[src/rtl/oc_dut_pkg.sv]
// Shared mode encodings and width helper for the overclocking-bench DUT pipeline.
package oc_dut_pkg;

    typedef enum logic [1:0] {
        MODE_CAT = 2'd0,
        MODE_ADD = 2'd1,
        MODE_MUL = 2'd2,
        MODE_XOR = 2'd3
    } mode_e;

    function automatic int unsigned res_width(input int unsigned w);
        return 2 * w;
    endfunction

endpackage

[src/rtl/oc_delay_line.sv]
// Enable-gated shift register of Length stages; tail_d_o is the value about to load
// into the final stage, so callers can act on the same edge it lands.
module oc_delay_line #(
    parameter int unsigned Width  = 8,
    parameter int unsigned Length = 1
) (
    input  logic             clk_i,
    input  logic             rst_i,
    input  logic             en_i,
    input  logic [Width-1:0] d_i,
    output logic [Width-1:0] tail_d_o,
    output logic [Width-1:0] q_o
);

    logic [Width-1:0] stage_q [Length];

    always_ff @(posedge clk_i or posedge rst_i) begin
        if (rst_i) begin
            for (int unsigned i = 0; i < Length; i++) begin
                stage_q[i] <= '0;
            end
        end else if (en_i) begin
            stage_q[0] <= d_i;
            for (int unsigned i = 1; i < Length; i++) begin
                stage_q[i] <= stage_q[i-1];
            end
        end
    end

    generate
        if (Length == 1) begin : g_single
            assign tail_d_o = d_i;
        end else begin : g_multi
            assign tail_d_o = stage_q[Length-2];
        end
    endgenerate

    assign q_o = stage_q[Length-1];

endmodule

[src/rtl/oc_dut_pipe.sv]
// Pipelined capture/compute DUT with valid tracking and saturating result counter.
// Define OCB_PARITY_CHECK_EN to carry a parity bit and expose the sticky PAR_ERR output.
module oc_dut_pipe
    import oc_dut_pkg::*;
#(
    parameter int unsigned WIDTH = 16,
    parameter int unsigned DEPTH = 3,
    parameter int unsigned CNT_W = 32
) (
    input  logic                         CLK,
    input  logic                         RST,
    input  logic                         EN,
    input  logic                         IN_VALID,
    input  logic [1:0]                   MODE,
    input  logic [WIDTH-1:0]             A,
    input  logic [WIDTH-1:0]             B,
    output logic [res_width(WIDTH)-1:0]  OUT,
    output logic                         OUT_VALID,
`ifdef OCB_PARITY_CHECK_EN
    output logic                         PAR_ERR,
`endif
    output logic [CNT_W-1:0]             OUT_CNT
);

    localparam int unsigned RW = res_width(WIDTH);
`ifdef OCB_PARITY_CHECK_EN
    localparam int unsigned BW = RW + 2;
`else
    localparam int unsigned BW = RW + 1;
`endif

    logic [WIDTH-1:0] a_q, b_q;
    mode_e            mode_q;
    logic             v1_q;
    logic [RW-1:0]    result;
    logic [BW-1:0]    bundle_d, bundle_tail, bundle_q;
    logic [CNT_W-1:0] cnt_q, cnt_d;

    always_ff @(posedge CLK or posedge RST) begin
        if (RST) begin
            a_q    <= '0;
            b_q    <= '0;
            mode_q <= MODE_CAT;
            v1_q   <= 1'b0;
        end else if (EN) begin
            a_q    <= A;
            b_q    <= B;
            mode_q <= mode_e'(MODE);
            v1_q   <= IN_VALID;
        end
    end

    always_comb begin
        result = '0;
        unique case (mode_q)
            MODE_CAT: result = {b_q, a_q};
            MODE_ADD: result = RW'(a_q) + RW'(b_q);
            MODE_MUL: result = RW'(a_q) * RW'(b_q);
            MODE_XOR: result = RW'(a_q ^ b_q);
            default:  result = '0;
        endcase
    end

`ifdef OCB_PARITY_CHECK_EN
    assign bundle_d = {^result, v1_q, result};
`else
    assign bundle_d = {v1_q, result};
`endif

    oc_delay_line #(
        .Width  (BW),
        .Length (DEPTH - 1)
    ) u_delay (
        .clk_i    (CLK),
        .rst_i    (RST),
        .en_i     (EN),
        .d_i      (bundle_d),
        .tail_d_o (bundle_tail),
        .q_o      (bundle_q)
    );

    assign OUT       = bundle_q[RW-1:0];
    assign OUT_VALID = bundle_q[RW];

    // Count on the edge a valid result lands in the output stage; saturate at all-ones.
    always_comb begin
        cnt_d = cnt_q;
        if (EN && bundle_tail[RW] && (cnt_q != '1)) begin
            cnt_d = cnt_q + CNT_W'(1);
        end
    end

    always_ff @(posedge CLK or posedge RST) begin
        if (RST) begin
            cnt_q <= '0;
        end else begin
            cnt_q <= cnt_d;
        end
    end

    assign OUT_CNT = cnt_q;

`ifdef OCB_PARITY_CHECK_EN
    logic par_err_q, par_err_d;

    always_comb begin
        par_err_d = par_err_q;
        if (EN && OUT_VALID && ((^OUT) != bundle_q[RW+1])) begin
            par_err_d = 1'b1;
        end
    end

    always_ff @(posedge CLK or posedge RST) begin
        if (RST) begin
            par_err_q <= 1'b0;
        end else begin
            par_err_q <= par_err_d;
        end
    end

    assign PAR_ERR = par_err_q;
`endif

endmodule

[config.mk]
export PLATFORM = sky130hd
export DESIGN_NAME = oc_dut_pipe
export DESIGN_NICKNAME = d
export VERILOG_FILES = /design/src/rtl/oc_dut_pkg.sv /design/src/rtl/oc_delay_line.sv /design/src/rtl/oc_dut_pipe.sv
export SDC_FILE = /design/constraint.sdc
export NUM_CORES = 1
export LEC_CHECK = 0
export ABC_AREA = 1
export CORE_MARGIN = 5
export CORE_UTILIZATION = 54
export CTS_BUF_LIST = sky130_fd_sc_hd__clkbuf_16
export DETAILED_ROUTE_END_ITERATION = 12
export PLACE_DENSITY = 0.87
export SLEW_MARGIN = 0
export SYNTH_ARGS = -nofsm -noshare
export SYNTH_HDL_FRONTEND = slang
export SYNTH_SLANG_ARGS = --single-unit
export TNS_END_PERCENT = 10
[constraint.sdc]
create_clock -name CLK -period 5.87 [get_ports CLK]
set_input_delay 0.587 -clock CLK [delete_from_list [all_inputs] [get_ports CLK]]
set_output_delay 0.587 -clock CLK [all_outputs]
set_load 0.05 [all_outputs]
Word-level counts from Yosys, hierarchy flattened
Cells that the tools add are included.
{"block": "word_totals", "latchBits": 0, "out_inout_bits": 65, "memories": 0, "word_cells": 19, "inputBits": 38, "mem_bits_rw": 0, "regBits": 133, "romBits": 0}
{"block": "op_classes", "multipliers": 1, "add_sub_neg": 2, "n_reduce_logical": 3, "n_div": 0, "eq_ne": 4, "n_bitwise": 1, "n_mux": 1, "n_shift": 0, "magnitude_cmp": 0}
{"op": "32-bit case mux with 4 select lines", "count": 1}
{"op": "32-bit by 1-bit adder with 32-bit output (second input constant)", "count": 1}
{"op": "16-bit by 16-bit multiplier with 32-bit output", "count": 1}
{"op": "32-bit inequality test (second input constant)", "count": 1}
{"op": "16-bit by 16-bit adder with 17-bit output", "count": 1}
{"op": "16-bit XOR", "count": 1}
{"op": "2-bit == test (second input constant)", "count": 2}
{"op": "2-bit by 1-bit == test with 1-bit output (second input constant)", "count": 1}
{"op": "1-bit logical AND", "count": 2}
{"op": "2-bit zero test", "count": 1}

Longest topological paths before layout
Gate-level depths: netlist of the first run.
{"block": "logic_depth", "ltp_word": 2, "depth_mapped": 30, "ltp_nobuf": 28}

Modules after synthesis
From an unflattened synthesis of the first run, not the netlist that was laid out.
{"block": "hier_totals", "hier_cells": 2342, "hier_area_um2": 16737.3}
{"mod": "oc_dut_pipe", "instances": 1, "seq_area_each_um2": 1676.6, "area_per_inst_um2": 14249.9, "cells_each": 2062}
{"mod": "oc_delay_line", "instances": 1, "seq_area_each_um2": 1651.6, "area_per_inst_um2": 2487.4, "cells_each": 280}

Worst setup path after synthesis of the first run
Ideal clock, no wire load.
{"block": "synth_timing", "path_kind": "register -> register", "from": "register b_q[1]", "to": "register u_delay.stage_q, in the netlist u_delay.tail_d_o[12]", "setup_time_ps": 117, "synth_period_minus_slack_ps": 5477, "path_stages_with_launch": 23, "path_slack_ps": 393, "arrival_time_ps": 5361, "path_buffers": 2, "path_cell_list": "dfrtp_1 clkbuf_1 clkbuf_1 nand2_1 fa_1 fa_1 fa_1 fa_1 inv_1 fa_1 inv_1 fa_1 inv_1 ha_1 nand2_1 inv_1 a21oi_1 nand3_1 or2_2 nand2_1 nand3_1 nand2_1 nand2_1"}
{"block": "synth_via", "elab_chain_cells": 2, "elab_cells_between_ends": 3}
{"item": "start, declared", "line_no": "oc_dut_pipe.sv:32", "source": "logic [WIDTH-1:0] a_q, b_q;"}
{"item": "start signal, assigned", "line_no": "oc_dut_pipe.sv:42", "source": "b_q <= '0;"}
{"item": "start signal, assigned", "line_no": "oc_dut_pipe.sv:47", "source": "b_q <= B;"}
{"item": "16-bit by 16-bit multiplier with 32-bit output / 16-bit by 16-bit adder with 17-bit output (equally long branches)", "line_no": "oc_dut_pipe.sv:58, oc_dut_pipe.sv:57"}
{"item": "32-bit case mux with 4 select lines *", "line_no": "oc_dut_pipe.sv:55", "source": "unique case (mode_q)"}
{"item": "end signal, assigned by index", "line_no": "oc_delay_line.sv:25", "source": "stage_q[i] <= stage_q[i-1];"}
{"item": "end, declared", "line_no": "oc_delay_line.sv:15", "source": "logic [Width-1:0] stage_q [Length];"}
Every way passes the cells marked *; elsewhere a longest branch is shown, timed or not.
A chain may end at the register's enable or synchronous reset.

Worst setup path in the final report of the first run
{"block": "layout_timing", "from": "register b_q[5]", "to": "register u_delay.stage_q, in the netlist u_delay.tail_d_o[12]"}
Same word-level chain as after synthesis.

==> flow_metrics.env, run 1 <==
export IMPL_final_antenna_net_count=0
export IMPL_gp_congestion=0.979
export IMPL_synth_top_family_by_area="adder cells"
export IMPL_coreArea_mm2=0.0298
export IMPL_remaining_drc_errors=0
export IMPL_start_kind="register"
export IMPL_internal_power_mw=4.64
export IMPL_yosysTopAreaCell="fa_1"
export IMPL_clock_latency_ns=0.44
export IMPL_rsz0062_at_grt="true"
export IMPL_rrSetupSlack_ns=0.19
export IMPL_area_growth_synth_to_final_pct=12.7
export IMPL_n_antenna_cell=0
export IMPL_via_per_inst=5.42
export IMPL_synth_cells=2285
export IMPL_cp_cell_sequence="ha_1 > fa_1 > inv_1 > fa_1 > fa_1 > fa_1 > inv_1 > fa_1 > inv_1 > fa_1 > inv_1 > ha_1 > nand2_1 > inv_1 > a21oi_1 > nand3_1 > or2_2 > nand2_1 > nand3_1 > nand2_1 > nand2_1"
export IMPL_wl_per_cell_um=18.1
export IMPL_synth_area_mm2=0.0163
export IMPL_ys_seq_elements=133
export IMPL_status="complete, no violations"
export IMPL_initial_utilization_pct=54.8
export IMPL_synth_top_area_share_pct=23.9
export IMPL_synth_cell_types=43
export IMPL_p_per_area_mw_per_mm2=594
export IMPL_cts_sinks=133
export IMPL_period_share_pct=96.7
export IMPL_drive_gt1_share_pct=5.07
export IMPL_vias=14900
export IMPL_dieArea_mm2=0.0338
export IMPL_die_width_um=184
export IMPL_hold_violations=0
export IMPL_critPathRequiredTime_ns=6.20
export IMPL_clockPowerShare_pct=9.5
export IMPL_hold_path_class="reg -> reg"
export IMPL_clk_path_buf_depth=2
export IMPL_critPathKind="reg -> reg"
export IMPL_fin_nets=2709
export IMPL_cts_max_level=4
export IMPL_ys_seq_area_share_pct=20.4
export IMPL_synth_xor_area_share_pct=1.98
export IMPL_synthFlopType="dfrtp_1"
export IMPL_yosysWarnings=0
export IMPL_netlist_top_cells_area="fa_1, dfrtp_1, nand2_1, inv_1, ha_1"
export IMPL_reg2reg_depth=21
export IMPL_dr_pass1_iters=7
export IMPL_cts_buffers=17
export IMPL_synth_most_common_cell="nand2_1"
export IMPL_synth_common_cells="nand2_1, inv_1, fa_1"
export IMPL_cap_violations=0
export IMPL_slew_headroom_pct=37.4
export IMPL_dieHeight_um=184
export IMPL_synth_compound_area_share_pct=4.48
export IMPL_drv_slew=0
export IMPL_setup_viol=0
export IMPL_io_buffers=102
export IMPL_hold_depth=2
export IMPL_power_switching_mw=6.31
export IMPL_grt_total_usage_pct=30.2
export IMPL_root_buffer="clkbuf_16"
export IMPL_tritoncts="done"
export IMPL_holdBufCountCts=0
export IMPL_combPwrFrac_pct=78.3
export IMPL_fmax_mhz=176
export IMPL_dpl_worst_slack_ns=-0.153
export IMPL_cp_common_cell="fa_1"
export IMPL_synthArstFlopShare_pct=100
export IMPL_yosys_area_share_adder_pct=33.2
export IMPL_holdWs_ns=0.473
export IMPL_arrival_ns=6.00
export IMPL_synthSimpleGateAreaFrac_pct=25.8
export IMPL_synth_mux_area_share_pct=0
export IMPL_place_hpwl_mm=39.9
export IMPL_avgSynthCellArea_um2=7.15
export IMPL_p_leak_nw=10.5
export IMPL_skew_ns=0.00920
export IMPL_vdd_drop_max_uv=410
export IMPL_tightest_slew_ns=0.935
export IMPL_wl_mm=49.9
export IMPL_power_frac_seq_pct=12.2
export IMPL_post_cts_setup_buffers=0
export IMPL_endpoint_kind="register"
export IMPL_min_period_ns=5.68
export IMPL_swShare_pct=57.6
export IMPL_antenna_found_initial=1
export IMPL_path_clk_slew_ns=0.06
export IMPL_rows=63
export IMPL_grt_pass1_wl_mm=80.6
export IMPL_grt_max_degree=95
export IMPL_setup_slack_ns=0.195
export IMPL_pin_count=103
export IMPL_grt_pass1_vias=15400
export IMPL_synth_edff_count=0
export IMPL_cp_slowest_stage_delay_ns=0.58
export IMPL_grt_overflow=0
export IMPL_fillers=2571
export IMPL_synthesis_nets=2639
export IMPL_slowest_stage="dfrtp_4"
export IMPL_cp_max_fo=12
export IMPL_drt_initial_drc_count=1416
## cell families after synthesis
logic type	after synthesis
buffers and inverters	616
and+or+nand+nor	1047
adders and majority gates	316
xor gates and xnor gates	36
DFF	133
AOI/OAI and AO/OA	137
## path summary, 6_finish.rpt
path / endpoint / start
min reg2reg: u_delay.q_o[9]$_DFFE_PP0P_ / u_delay.q_o[9]$_DFFE_PP0P_
min: u_delay.q_o[9]$_DFFE_PP0P_ / u_delay.q_o[9]$_DFFE_PP0P_
max: u_delay.tail_d_o[12]$_DFFE_PP0P_ / b_q[5]$_DFFE_PP0P_
max reg2reg: u_delay.tail_d_o[12]$_DFFE_PP0P_ / b_q[5]$_DFFE_PP0P_
min in group asynchronous: u_delay.q_o[11]$_DFFE_PP0P_ / RST
max in group asynchronous: a_q[8]$_DFFE_PP0P_ / RST
## cell type report
| type | count | area (um2) | share of cell area, % |
|---|---|---|---|
| inverters | 521 | 1960 | 10.6 |
| clock inverters | 13 | 119 | 0.645 |
| repair buffers | 146 | 1350 | 7.34 |
| clock buffers | 17 | 425 | 2.31 |
| multi-input cells | 1536 | 10700 | 58.2 |
| well taps | 390 | 488 | 2.65 |
| flip-flops and latches | 133 | 3350 | 18.2 |
## metal layers
layer	wire length (um)	global-route usage, %
met5	0	0
met4	2790	15.4
met2	23800	49.9
met3	4380	5.84
met1	18900	38.0
## worst max-delay path: cells and delay by family (launching register included)
kind	cells	cell delay, ns
and+or+nand+nor	7	0.98
DFF	1	0.58
AOI/OAI and AO/OA	1	0.15
buffers and inverters	5	0.27
adders and majority gates	8	3.57
## metrics by stage
stage,utilization (%),power [mW],setup TNS [ns],cell area (um2),std cells
2_1_floorplan,-,7.07,0,16300,2285
3_3_place_gp,59.8,9.39,-0.318,17800,2726
3_5_place_dp,59.8,9.60,-0.460,17800,2726
4_1_cts,61.6,10.7,0,18400,2756
5_1_grt,61.8,12.0,-0.0491,18400,2756
6_report,61.8,10.9,0,18400,2756
## flip-flops by register name, summed over array words and instances (netlist names)
signal / cells
v1_q: 1
u_delay.tail_d_o: 33
mode_q: 2
OUT_CNT: 32
b_q: 16
a_q: 16
u_delay.q_o: 33
## placed cells by master, fill, tap and decap left out, types with 39 or more instances in the layout
cell	netlist	layout
nor2_1	98	91
nand2_1	800	798
clkdlybuf4s50_1	0	101
fa_1	195	195
o21ai_0	39	39
dfrtp_1	133	119
nand3_1	91	90
a21oi_1	75	73
buf_4	1	44
inv_1	518	519
ha_1	121	120
## power by group through the flow
stage | Combinational, mW | Sequential [mW] | Clock, mW
2_1_floorplan | 5.48 | 1.59 | 0
3_3_place_gp | 8.06 | 1.33 | 0
3_5_place_dp | 8.26 | 1.34 | 0
4_1_cts | 8.32 | 1.33 | 1.04
5_1_grt | 9.55 | 1.36 | 1.09
6_report | 8.57 | 1.34 | 1.04
## repair_timing
| item | CTS | global route |
|---|---|---|
| gates resized for setup | 3 | 27 |
| endpoints found under the setup margin | 7 | 22 |
| hold endpoints to repair | 0 | 0 |
| cloned | 0 | 0 |
(Power assumes the default switching activity.)
==> inputs of run 2 (changes only) <==
--- a/config.mk
+++ b/config.mk
@@ -10,6 +10,7 @@
 export CORE_UTILIZATION = 54
 export CTS_BUF_LIST = sky130_fd_sc_hd__clkbuf_16
 export DETAILED_ROUTE_END_ITERATION = 12
+export GPL_ROUTABILITY_DRIVEN = 0
 export PLACE_DENSITY = 0.87
 export SLEW_MARGIN = 0
 export SYNTH_ARGS = -nofsm -noshare
==> run 2 against run 1 <==
  * Flip-flop and latch count stayed put
  * Final area rose by 0.14%
  * Wire length shrank 2.1%
  * Highest routed layer unchanged
  * Register-to-register slack lost 0.11 ns
==> flow_metrics.env, run 2 (synthesis gave the netlist of run 1 again) <==
export IMPL_p_per_area_mw_per_mm2=600
export IMPL_n_antenna_cell=0
export IMPL_regArea_mm2=0.00335
export IMPL_place_hpwl_mm=37.9
export IMPL_critPathRequiredTime_ns=6.19
export IMPL_remaining_drc_errors=0
export IMPL_clk_path_buf_depth=2
export IMPL_wl_per_cell_um=17.7
export IMPL_rsz0062_at_grt="true"
export IMPL_finish_cell_count_without_fillers=2755
export IMPL_vdd_drop_max_uv=495
export IMPL_period_share_pct=98.6
export IMPL_fmax_mhz=173
export IMPL_slew_headroom_pct=33.0
export IMPL_layout_common_cells="nand2_1, inv_1, fa_1"
export IMPL_dieHeight_um=184
export IMPL_grt_total_usage_pct=29.6
export IMPL_initial_utilization_pct=54.8
export IMPL_cts_buffers=17
export IMPL_skew_ns=0.00587
export IMPL_grt_pass1_vias=16000
export IMPL_grt_overflow=0
export IMPL_mostFrequentLayoutCell="nand2_1"
export IMPL_area_growth_synth_to_final_pct=12.9
export IMPL_setup_viol=0
export IMPL_status="complete, no violations"
export IMPL_multi_input_area_mm2=0.0107
export IMPL_cap_violations=0
export IMPL_die_width_um=184
export IMPL_final_antenna_net_count=0
export IMPL_fillers=2460
export IMPL_cts_sinks=133
export IMPL_min_period_ns=5.78
export IMPL_start_kind="register"
export IMPL_pin_count=103
export IMPL_holdWs_ns=0.447
export IMPL_grt_pass1_wl_mm=79.8
export IMPL_critPathKind="reg -> reg"
export IMPL_drt_initial_drc_count=1533
export IMPL_hold_path_class="in -> reg"
export IMPL_io_buffers=102
export IMPL_antenna_found_initial=0
export IMPL_utilization_pct=61.9
export IMPL_wl_mm=48.8
export IMPL_rows=63
export IMPL_fin_nets=2706
export IMPL_tritoncts="done"
export IMPL_vias=15400
export IMPL_p_leak_nw=10.5
export IMPL_drv_slew=0
export IMPL_grt_max_degree=103
export IMPL_clock_latency_ns=0.44
export IMPL_path_clk_slew_ns=0.06
export IMPL_cts_max_level=4
export IMPL_holdBufCountCts=0
export IMPL_hold_violations=0
export IMPL_via_per_inst=5.59
export IMPL_root_buffer="clkbuf_16"
export IMPL_rrSetupSlack_ns=0.09
export IMPL_dieArea_mm2=0.0338
export IMPL_endpoint_kind="register"
export IMPL_drive_gt1_share_pct=5.12
export IMPL_dr_pass1_iters=9
export IMPL_arrival_ns=6.11
export IMPL_coreArea_mm2=0.0298
export IMPL_tightest_slew_ns=1.00
export IMPL_placed_cells=2721
export IMPL_cp_max_fo=10
==> run 2: changes by cell type in the layout (fill, tap and decap cells not counted), moves of 2 or more <==
cell	change
dfrtp_1	-2
nand3_2	+2
nor2_1	+3
clkinvlp_4	+2
buf_4	-3
nand3_1	-2
dfrtp_4	-2
nor2_2	-2
dfrtp_2	+4
==> run 2: worst paths after layout <==
| path | startpoint | to | cells past startpoint |
|---|---|---|---|
| worst max-delay path | b_q[5]$_DFFE_PP0P_ | u_delay.tail_d_o[13]$_DFFE_PP0P_ | 23 |
| max in group asynchronous | RST | b_q[2]$_DFFE_PP0P_ | 3 |
| worst max register to register | b_q[5]$_DFFE_PP0P_ | u_delay.tail_d_o[13]$_DFFE_PP0P_ | 23 |
| worst min register to register | u_delay.q_o[22]$_DFFE_PP0P_ | u_delay.q_o[22]$_DFFE_PP0P_ | 2 |
| min in group asynchronous | RST | u_delay.tail_d_o[10]$_DFFE_PP0P_ | 2 |
| worst min-delay path | EN | u_delay.q_o[32]$_DFFE_PP0P_ | 3 |
==> run 2: report_power, final <==
| part | leakage [nW] | switching (mW) | internal, mW |
|---|---|---|---|
| Combinational | 8.61 | 5.69 | 2.94 |
| Clock | 0.287 | 0.437 | 0.662 |
| Sequential | 1.65 | 0.215 | 1.12 |
| Total | 10.5 | 6.35 | 4.72 |
==> run 2: per-stage QoR <==
| stage | TNS [ns] | area, um2 | worst slack [ns] | power (mW) |
|---|---|---|---|---|
| 6_report | 0 | 18400 | 0.0851 | 11.1 |
| 5_1_grt | -0.0790 | 18400 | -0.0648 | 12.0 |
| 4_1_cts | 0 | 18400 | 0.0379 | 10.7 |
| 3_5_place_dp | 0 | 17800 | 0.0214 | 9.53 |
| 3_3_place_gp | 0 | 17800 | 0.147 | 9.24 |
| 2_1_floorplan | 0 | 16300 | 0.393 | 7.07 |
==> run 2: cell type report <==
| type | count | share of cell area, % |
|---|---|---|
| repair buffers | 143 | 7.26 |
| clock inverters | 15 | 0.888 |
| multi-input cells | 1536 | 58.1 |
| flip-flops and latches | 133 | 18.1 |
| clock buffers | 17 | 2.31 |
| inverters | 521 | 10.6 |
| well taps | 390 | 2.64 |
==> run 2: per-layer routing <==
metal	track usage [%]	vias to the layer above	share of wire, %
met1	36.2	7204	35
met3	6.33	278	11
met5	0	-	0
li1	-	6849	-
met4	17.2	0	7.1
met2	48.5	1060	47
==> run 2: timing repair <==
item                                    4_1_cts  5_1_grt
buffers inserted                              0        2
endpoints found under the setup margin        2       23
resized for setup                             4       23
==> run 2: worst max-delay path: stages (launching register included) <==
cell	delay (ns)
dfrtp_2	0.51
buf_4	0.24
nand2_1	0.07
inv_1	0.06
fa_1	0.51
inv_1	0.05
fa_1	0.48
fa_1	0.53
inv_1	0.06
fa_1	0.48
fa_1	0.48
inv_1	0.05
fa_1	0.51
inv_1	0.05
ha_1	0.34
nand2_1	0.16
inv_1	0.08
a21oi_1	0.20
nand3_2	0.18
or2_2	0.32
nand2_1	0.08
nand3_1	0.09
nand2_1	0.08
nand2_1	0.06
